`config.mk`:
```
export PLATFORM = sky130hd
export DESIGN_NAME = mem_lsu_flat
export DESIGN_NICKNAME = d
export VERILOG_FILES = /design/src/rtl/mem_lsu_pkg.sv /design/src/rtl/mem_lsu_if.sv /design/src/rtl/mem_lsu_load_extend.sv /design/src/rtl/mem_lsu.sv /design/src/flat_wrapper.sv
export SDC_FILE = /design/constraint.sdc
export NUM_CORES = 1
export LEC_CHECK = 0
export CAP_MARGIN = 20
export CORE_ASPECT_RATIO = 0.7
export CORE_MARGIN = 4
export CORE_UTILIZATION = 30
export DETAILED_ROUTE_END_ITERATION = 12
export HOLD_SLACK_MARGIN = 0.1
export PLACE_DENSITY = 0.58
export SYNTH_ARGS = -nofsm -noshare
export SYNTH_HDL_FRONTEND = slang
export SYNTH_HIERARCHICAL = 1
export SYNTH_SLANG_ARGS = --single-unit
```
`constraint.sdc`:
```
create_clock -name clk -period 4.8 [get_ports clk]
set_input_delay 0.48 -clock clk [delete_from_list [all_inputs] [get_ports clk]]
set_output_delay 0.48 -clock clk [all_outputs]
set_load 0.01 [all_outputs]
```
`src/rtl/mem_lsu_pkg.sv`:
```
// mem_lsu_pkg: access codes, FSM states and byte-count helpers for the load/store unit
package mem_lsu_pkg;
    typedef enum logic [1:0] {IDLE, ACCESS, DONE} state_t;
    localparam logic [4:0] ACC_NONE = 5'd0;
    localparam logic [4:0] ACC_LB   = 5'd1;
    localparam logic [4:0] ACC_LH   = 5'd2;
    localparam logic [4:0] ACC_LW   = 5'd3;
    localparam logic [4:0] ACC_LBU  = 5'd4;
    localparam logic [4:0] ACC_LHU  = 5'd5;
    localparam logic [4:0] ACC_SB   = 5'd6;
    localparam logic [4:0] ACC_SH   = 5'd7;
    localparam logic [4:0] ACC_SW   = 5'd8;
    // bytes moved by an access; 0 marks "no access" (including unknown codes)
    function automatic logic [2:0] byte_count(input logic [4:0] code);
        return (code == ACC_LB || code == ACC_LBU || code == ACC_SB) ? 3'd1 :
               (code == ACC_LH || code == ACC_LHU || code == ACC_SH) ? 3'd2 :
               (code == ACC_LW || code == ACC_SW) ? 3'd4 : 3'd0;
    endfunction
    function automatic logic is_store(input logic [4:0] code);
        return code == ACC_SB || code == ACC_SH || code == ACC_SW;
    endfunction
endpackage

```
`src/rtl/mem_lsu_if.sv`:
```
// mem_lsu_if: byte-serial memory controller bus between the LSU and the controller
interface mem_lsu_if;
    logic        req;
    logic        we;
    logic [31:0] addr;
    logic [7:0]  wdata;
    logic [7:0]  rdata;
    logic        ack;
    modport master (output req, we, addr, wdata, input rdata, ack);
    modport slave  (input req, we, addr, wdata, output rdata, ack);
endinterface

```
`src/rtl/mem_lsu_load_extend.sv`:
```
// load_extend: sign/zero extension of the assembled load word by access code
import mem_lsu_pkg::*;
module load_extend (
    input  logic [4:0]  code,
    input  logic [31:0] raw,
    output logic [31:0] res
);
    // byte/half loads extend from their low lane, words pass through
    always_comb
        res = code == ACC_LB  ? {{24{raw[7]}}, raw[7:0]} :
              code == ACC_LH  ? {{16{raw[15]}}, raw[15:0]} :
              code == ACC_LBU ? {24'd0, raw[7:0]} :
              code == ACC_LHU ? {16'd0, raw[15:0]} : raw;
endmodule

```
`src/rtl/mem_lsu.sv`:
```
// mem_lsu: byte-serial load/store unit; optional alignment trap under MEM_ALIGN_CHECK_EN
import mem_lsu_pkg::*;
module mem_lsu (
    input  logic            clk,
    input  logic            rst,
    input  logic [31:0]     rd_data_i,
    input  logic [4:0]      rd_addr_i,
    input  logic            rd_e_i,
    input  logic [31:0]     mem_addr_i,
    input  logic [4:0]      mem_length_i,
    mem_lsu_if.master       mctl,
    output logic [31:0]     rd_data_o,
    output logic [4:0]      rd_addr_o,
    output logic            rd_e_o,
    output logic            stall_req,
    output logic            misalign_o
);
    state_t      state, state_n;
    logic [1:0]  idx;
    logic [31:0] base, wdat, raw, ext;
    logic [4:0]  rd_addr_q, code_q;
    logic        rd_e_q, st_q, mis_q, mis_in, last;
    logic [2:0]  n_q, n_in;
    logic [31:0] addr_in;

    assign n_in    = byte_count(mem_length_i);
    assign addr_in = is_store(mem_length_i) ? mem_addr_i : rd_data_i;
    assign last    = {1'b0, idx} == n_q - 3'd1;
`ifdef MEM_ALIGN_CHECK_EN
    assign mis_in  = (n_in == 3'd2 && addr_in[0]) || (n_in == 3'd4 && addr_in[1:0] != 2'd0);
`else
    assign mis_in  = 1'b0;
`endif

    load_extend u_ext (.code(code_q), .raw(raw), .res(ext));

    // state register plus request latches and byte-lane capture
    always_ff @(posedge clk or negedge rst) begin
        if (!rst) begin
            state     <= IDLE;
            idx       <= '0;
            base      <= '0;
            wdat      <= '0;
            raw       <= '0;
            rd_addr_q <= '0;
            rd_e_q    <= 1'b0;
            code_q    <= '0;
            n_q       <= '0;
            st_q      <= 1'b0;
            mis_q     <= 1'b0;
        end else begin
            state <= state_n;
            if (state == IDLE && n_in != 3'd0) begin
                idx       <= '0;
                base      <= addr_in;
                wdat      <= rd_data_i;
                raw       <= '0;
                rd_addr_q <= rd_addr_i;
                rd_e_q    <= rd_e_i;
                code_q    <= mem_length_i;
                n_q       <= n_in;
                st_q      <= is_store(mem_length_i);
                mis_q     <= mis_in;
            end else if (state == ACCESS && mctl.ack) begin
                if (!st_q) raw[{idx, 3'b000} +: 8] <= mctl.rdata;
                idx <= idx + 2'd1;
            end
        end
    end

    // next state and outputs; reset forces every output low combinationally
    always_comb begin
        state_n    = state;
        rd_data_o  = rd_data_i;
        rd_addr_o  = rd_addr_i;
        rd_e_o     = rd_e_i;
        stall_req  = 1'b0;
        misalign_o = 1'b0;
        mctl.req   = 1'b0;
        mctl.we    = 1'b0;
        mctl.addr  = '0;
        mctl.wdata = '0;
        case (state)
            IDLE: if (n_in != 3'd0) begin
                stall_req = 1'b1;
                state_n   = mis_in ? DONE : ACCESS;
            end
            ACCESS: begin
                stall_req  = 1'b1;
                mctl.req   = 1'b1;
                mctl.we    = st_q;
                mctl.addr  = base + {30'd0, idx};
                mctl.wdata = wdat[{idx, 3'b000} +: 8];
                if (mctl.ack && last) state_n = DONE;
            end
            DONE: begin
                rd_addr_o  = rd_addr_q;
                rd_e_o     = (st_q || mis_q) ? 1'b0 : rd_e_q;
                rd_data_o  = (st_q || mis_q) ? 32'd0 : ext;
                misalign_o = mis_q;
                state_n    = IDLE;
            end
            default: state_n = IDLE;
        endcase
        if (!rst) begin
            rd_data_o  = '0;
            rd_addr_o  = '0;
            rd_e_o     = 1'b0;
            stall_req  = 1'b0;
            misalign_o = 1'b0;
            mctl.req   = 1'b0;
            mctl.we    = 1'b0;
            mctl.addr  = '0;
            mctl.wdata = '0;
        end
    end
endmodule

```
`src/flat_wrapper.sv`:
```
// flat-port wrapper written by rule: the top's interface ports become plain ports
module mem_lsu_flat 
  (clk, rst, rd_data_i, rd_addr_i, rd_e_i, mem_addr_i, mem_length_i, rd_data_o, rd_addr_o, rd_e_o, stall_req, misalign_o, mctl_req, mctl_we, mctl_addr, mctl_wdata, mctl_rdata, mctl_ack);
  mem_lsu_if mctl_i ();
  input  logic clk;
  input  logic rst;
  input  logic [31:0] rd_data_i;
  input  logic [4:0] rd_addr_i;
  input  logic rd_e_i;
  input  logic [31:0] mem_addr_i;
  input  logic [4:0] mem_length_i;
  output logic [31:0] rd_data_o;
  output logic [4:0] rd_addr_o;
  output logic rd_e_o;
  output logic stall_req;
  output logic misalign_o;
  output wire logic [$bits(mctl_i.req)-1:0] mctl_req;
  output wire logic [$bits(mctl_i.we)-1:0] mctl_we;
  output wire logic [$bits(mctl_i.addr)-1:0] mctl_addr;
  output wire logic [$bits(mctl_i.wdata)-1:0] mctl_wdata;
  input wire logic [$bits(mctl_i.rdata)-1:0] mctl_rdata;
  input wire logic [$bits(mctl_i.ack)-1:0] mctl_ack;
  assign mctl_req = mctl_i.req;
  assign mctl_we = mctl_i.we;
  assign mctl_addr = mctl_i.addr;
  assign mctl_wdata = mctl_i.wdata;
  assign mctl_i.rdata = mctl_rdata;
  assign mctl_i.ack = mctl_ack;
  mem_lsu u_core (.clk(clk), .rst(rst), .rd_data_i(rd_data_i), .rd_addr_i(rd_addr_i), .rd_e_i(rd_e_i), .mem_addr_i(mem_addr_i), .mem_length_i(mem_length_i), .mctl(mctl_i), .rd_data_o(rd_data_o), .rd_addr_o(rd_addr_o), .rd_e_o(rd_e_o), .stall_req(stall_req), .misalign_o(misalign_o));
endmodule
```
==> results <==
- The flow ran to the end, and the final reports show no timing, DRC or antenna violations.
- The startpoint identified for the worst register-to-register timing path is u_core/idx[1].
- The proportion of register bits with asynchronous set or reset after synthesis is 100%.
- The final-report setup violation count is 0.
- The first TritonRoute pass finished after 5 iterations.
- The TritonCTS clock tree is built.
- The completed layout was analyzed and its total power is 5.24 mW.
- For this block, the initial DRC count from the detailed router was between 400 and 500.
- On the critical path, the stage with the largest delay is an instance of sky130_fd_sc_hd__dfrtp_1.
- The post-layout net count is around 1,100.
- Of the post-synthesis cell area, the part taken by muxes is under 10%.
- The mean routed wirelength per cell is around 19 um.
- Along the worst path, the maximum fanout reaches 14.
- The count of port buffers added during placement is ~170.
- The clock transition at the registers of the reported paths is approximately 60 ps.
- The area added between synthesis and finish is 33.6%.
- Clock tree synthesis inserted a total of 17 buffers.
- The post-synthesis cell type with the largest combined area is sky130_fd_sc_hd__dfrtp_1.
- The number of enable flip-flop cells after synthesis is 0.
- After detailed routing, the number of vias per cell comes to 5.02.
- The slew at the pin closest to its max-slew limit is 1140 ps.
- The quantity of gates resized following cts is 0.
- The pin count of the biggest net entering global routing is a little over 60.
- After detailed routing, the number of remaining DRC violations is 0.
- The delay contributed by the slowest stage of the critical path is ~760 ps.
- The number of failing hold endpoints at the final stage is 0.
- The total routed wirelength is 25,000 um.
- The core region is 0.0238 mm2.
- In this design, the largest share of critical-path delay is due to simple AND/OR/NAND/NOR gates.
- The first global-routing pass estimated about 40,000 um of wire.
- The synthesized design contains ~120 register bits.
- For the final routed database, the setup TNS stands at 0 ps.
- Headroom to the max-slew limit came out at 24.0%.
- The main combinational cell family by area after synthesis is simple AND/OR/NAND/NOR gates.
- After Yosys synthesis, and, or, nand and nor cells account for a little over a quarter of the synthesized area.
- The kind of end point of the critical path is an output port.
- The kind of start point of the critical path is a flop.
- The initialized floorplan defines between 40 and 50 standard-cell rows.
- Timing analysis after detailed placement gives a worst setup slack of between 1000 and 1500 ps.
- The minimum setup slack in the final design is approximately 750 ps.
- The combined area of all synthesized cells is ~0.0073 mm2.
- The area fraction of the dominant cell type after synthesis is just under 40%.
- The leakage dissipation is slightly above 4 nW.
- After synthesis, the netlist uses 60 different library cells.
- The number of max-slew violations in the final report came to 0.
- Once the floorplan was initialized, standard cells occupied between 30% and 40% of the core.
- The power density of the placed cells is between 500 and 600 mW/mm2.
- Sequential elements use between 30% and 40% of the synthesized area.
- Sorting the synthesized cells by how often they occur yields sky130_fd_sc_hd__nand2_1 (202), sky130_fd_sc_hd__dfrtp_1 (115), sky130_fd_sc_hd__a21oi_1 (55), sky130_fd_sc_hd__nor2_1 (46).
- Setup slack on the worst reg-to-reg path comes out at 2000 ps.
- The final critical-path required period is 4050 ps.
- The critical path data arrival time is 3570 ps.
- After technology mapping, the gate count stands at 845.
- Setup repair after global routing left no endpoint under its margin.
- The clock latency of the later-clocked register in the worst-skew pair is just over 400 ps.
- The number of vias in the routed layout is 6,550.
- The number of clock sinks is 115.
- The final clock skew is approximately 7 ps.
- The most critical setup path has its startpoint at u_core/idx[1].
- The data required time of the critical path is 4320 ps.
- For this run, the leading register cell type out of synthesis is sky130_fd_sc_hd__dfrtp_1.
- At the end of routability-driven placement, the weighted congestion stood at ~0.84.
- Across the VDD grid, the largest voltage drop is ~0.27 mV.
- The overall die area is approximately 0.027 mm2.
- Global routing consumed, over all layers together, a little under a fifth of the routing resources.
- In this run the worst hold path is classified as reg2reg.
- The sum of net half-perimeters after detailed placement is ~18,000 um.
- The adder and majority gate portion of the synthesized area is around 1.6%.
- The worst hold slack is roughly 470 ps.
- In this run the remaining antenna-violating nets after routing total 0.
- The buffer and inverter count on the worst path is 1.
- The start point of the worst hold path is u_core/wdat[16].
- CTS placed an instance of sky130_fd_sc_hd__clkbuf_16 at the clock tree root.
- Counting every net in the synthesized netlist gives 940.
- The fmax is 0.247 GHz.
- By instance count, the leading cell after synthesis is sky130_fd_sc_hd__nand2_1.
- After synthesis, the cell types taking the most area are sky130_fd_sc_hd__dfrtp_1 (39%), sky130_fd_sc_hd__nand2_1 (10%), sky130_fd_sc_hd__mux2i_1 (5.4%).
- The compound-gate portion of the synthesized area is approximately 17%.
- Max-cap violations in this run came to 0.
- The die height is 138 um.
- The die boundary width is just under 200 um.
- In the final layout, the share of cells above drive strength 1 is 8.52%.
- The via count of the first global-routing pass is roughly 6,500.
- The portion of the clock cycle consumed by the worst path in the final layout is 84.4%.
- Each instance of the synthesized netlist takes up on average around 8.6 um2.
- The classification of the worst setup path is reg2out.
- The initial antenna violation count is 0.
- After Yosys synthesis, XOR and XNOR cells account for under 10% of the synthesized area.
- For this design the top-level I/O count stands at ~170.
- The number of antenna cells inserted is 0.
- The count of yosys warnings during synthesis is 6.
- The aggregate global routing overflow is 0.
- Traced cell by cell, the critical path runs through fa_1, nand4_2, or3_1, or4_1, a21oi_1, clkdlybuf4s50_1.
- The largest buffer count on any clock path is 2.
- The H-tree generated during clock tree synthesis spans 4 levels.
-- power by group --
part           internal, mW  switching (mW)  leakage [nW]
logic                 0.982            1.03          2.32
clock network         0.906           0.500         0.315
registers              1.36           0.461          1.44
-- final timing paths --
kind / to / depth (start not counted)
min reg2reg: u_core/wdat[16] / 2
min: u_core/wdat[16] / 2
max in group asynchronous: u_core/base[25] / 3
max reg2reg: u_core/raw[3] / 5
min in group asynchronous: u_core/code_q[4] / 2
max: mctl_addr[24] / 6
-- worst min-delay path, stage by stage, from the launching register on --
cell,delay (ps)
sky130_fd_sc_hd__dfrtp_1,340
sky130_fd_sc_hd__nand2_1,50
sky130_fd_sc_hd__nand2_1,50
-- metal layers --
metal,track usage (%),part of all wire (%),up-vias
li1,-,-,3168
met1,28.0,51,3185
met2,26.6,42,184
met3,5.35,6.2,13
met4,3.33,0.76,0
met5,0,0,-
-- kinds of logic (layout without fill, tap and decap cells) --
| family | Yosys count | count (layout) |
|---|---|---|
| buf+inv | 97 | 238 |
| simple gates | 386 | 386 |
| mux | 47 | 47 |
| flops | 115 | 115 |
| other cells | 1 | 1 |
| fa+ha+maj | 9 | 9 |
| xor+xnor | 14 | 14 |
| compound gates | 176 | 176 |
-- flip-flops by register name, indices dropped and copies added (netlist names) --
signal            count
u_core/base          32
u_core/raw           32
u_core/wdat          32
u_core/code_q         5
u_core/rd_addr_q      5
u_core/n_q            3
u_core/idx            2
u_core/state          2
u_core/rd_e_q         1
u_core/st_q           1
-- cell usage in the layout (no fill, tap or decap), drive strengths merged, types with 13 or more instances in the layout --
| cell | instances |
|---|---|
| a21boi | 39 |
| mux2i | 39 |
| a21oi | 59 |
| nand3b | 37 |
| o21ai | 31 |
| clkdlybuf4s50 | 165 |
| inv | 30 |
| and2 | 14 |
| clkbuf | 19 |
| nor2 | 47 |
| a22o | 24 |
| buf | 13 |
| nand2 | 202 |
| dfrtp | 115 |
-- per-stage QoR --
stage,utilization [%],cell area [um2],cells
final,41.0,9740,1304
after global routing,41.0,9740,1304
after CTS,41.0,9740,1304
after detailed placement,38.2,9080,1271
after global placement,38.2,9080,1271
after floorplan,-,7290,845
-- final cells by class --
| type | instances | area (um2) |
|---|---|---|
| clock buffer | 19 | 453 |
| clock inverter | 13 | 198 |
| fill | 2408 | 14000 |
| inverter | 27 | 101 |
| multi-input combinational | 633 | 3950 |
| sequential | 115 | 2880 |
| tap | 318 | 398 |
| timing repair buffer | 179 | 1760 |
-- repair_timing --
action,4_1_cts,5_1_grt
buffers inserted,0,0
hold buffers,1,0
hold endpoints to repair,35,0
Note: power is estimated with default switching activity, not from simulation.
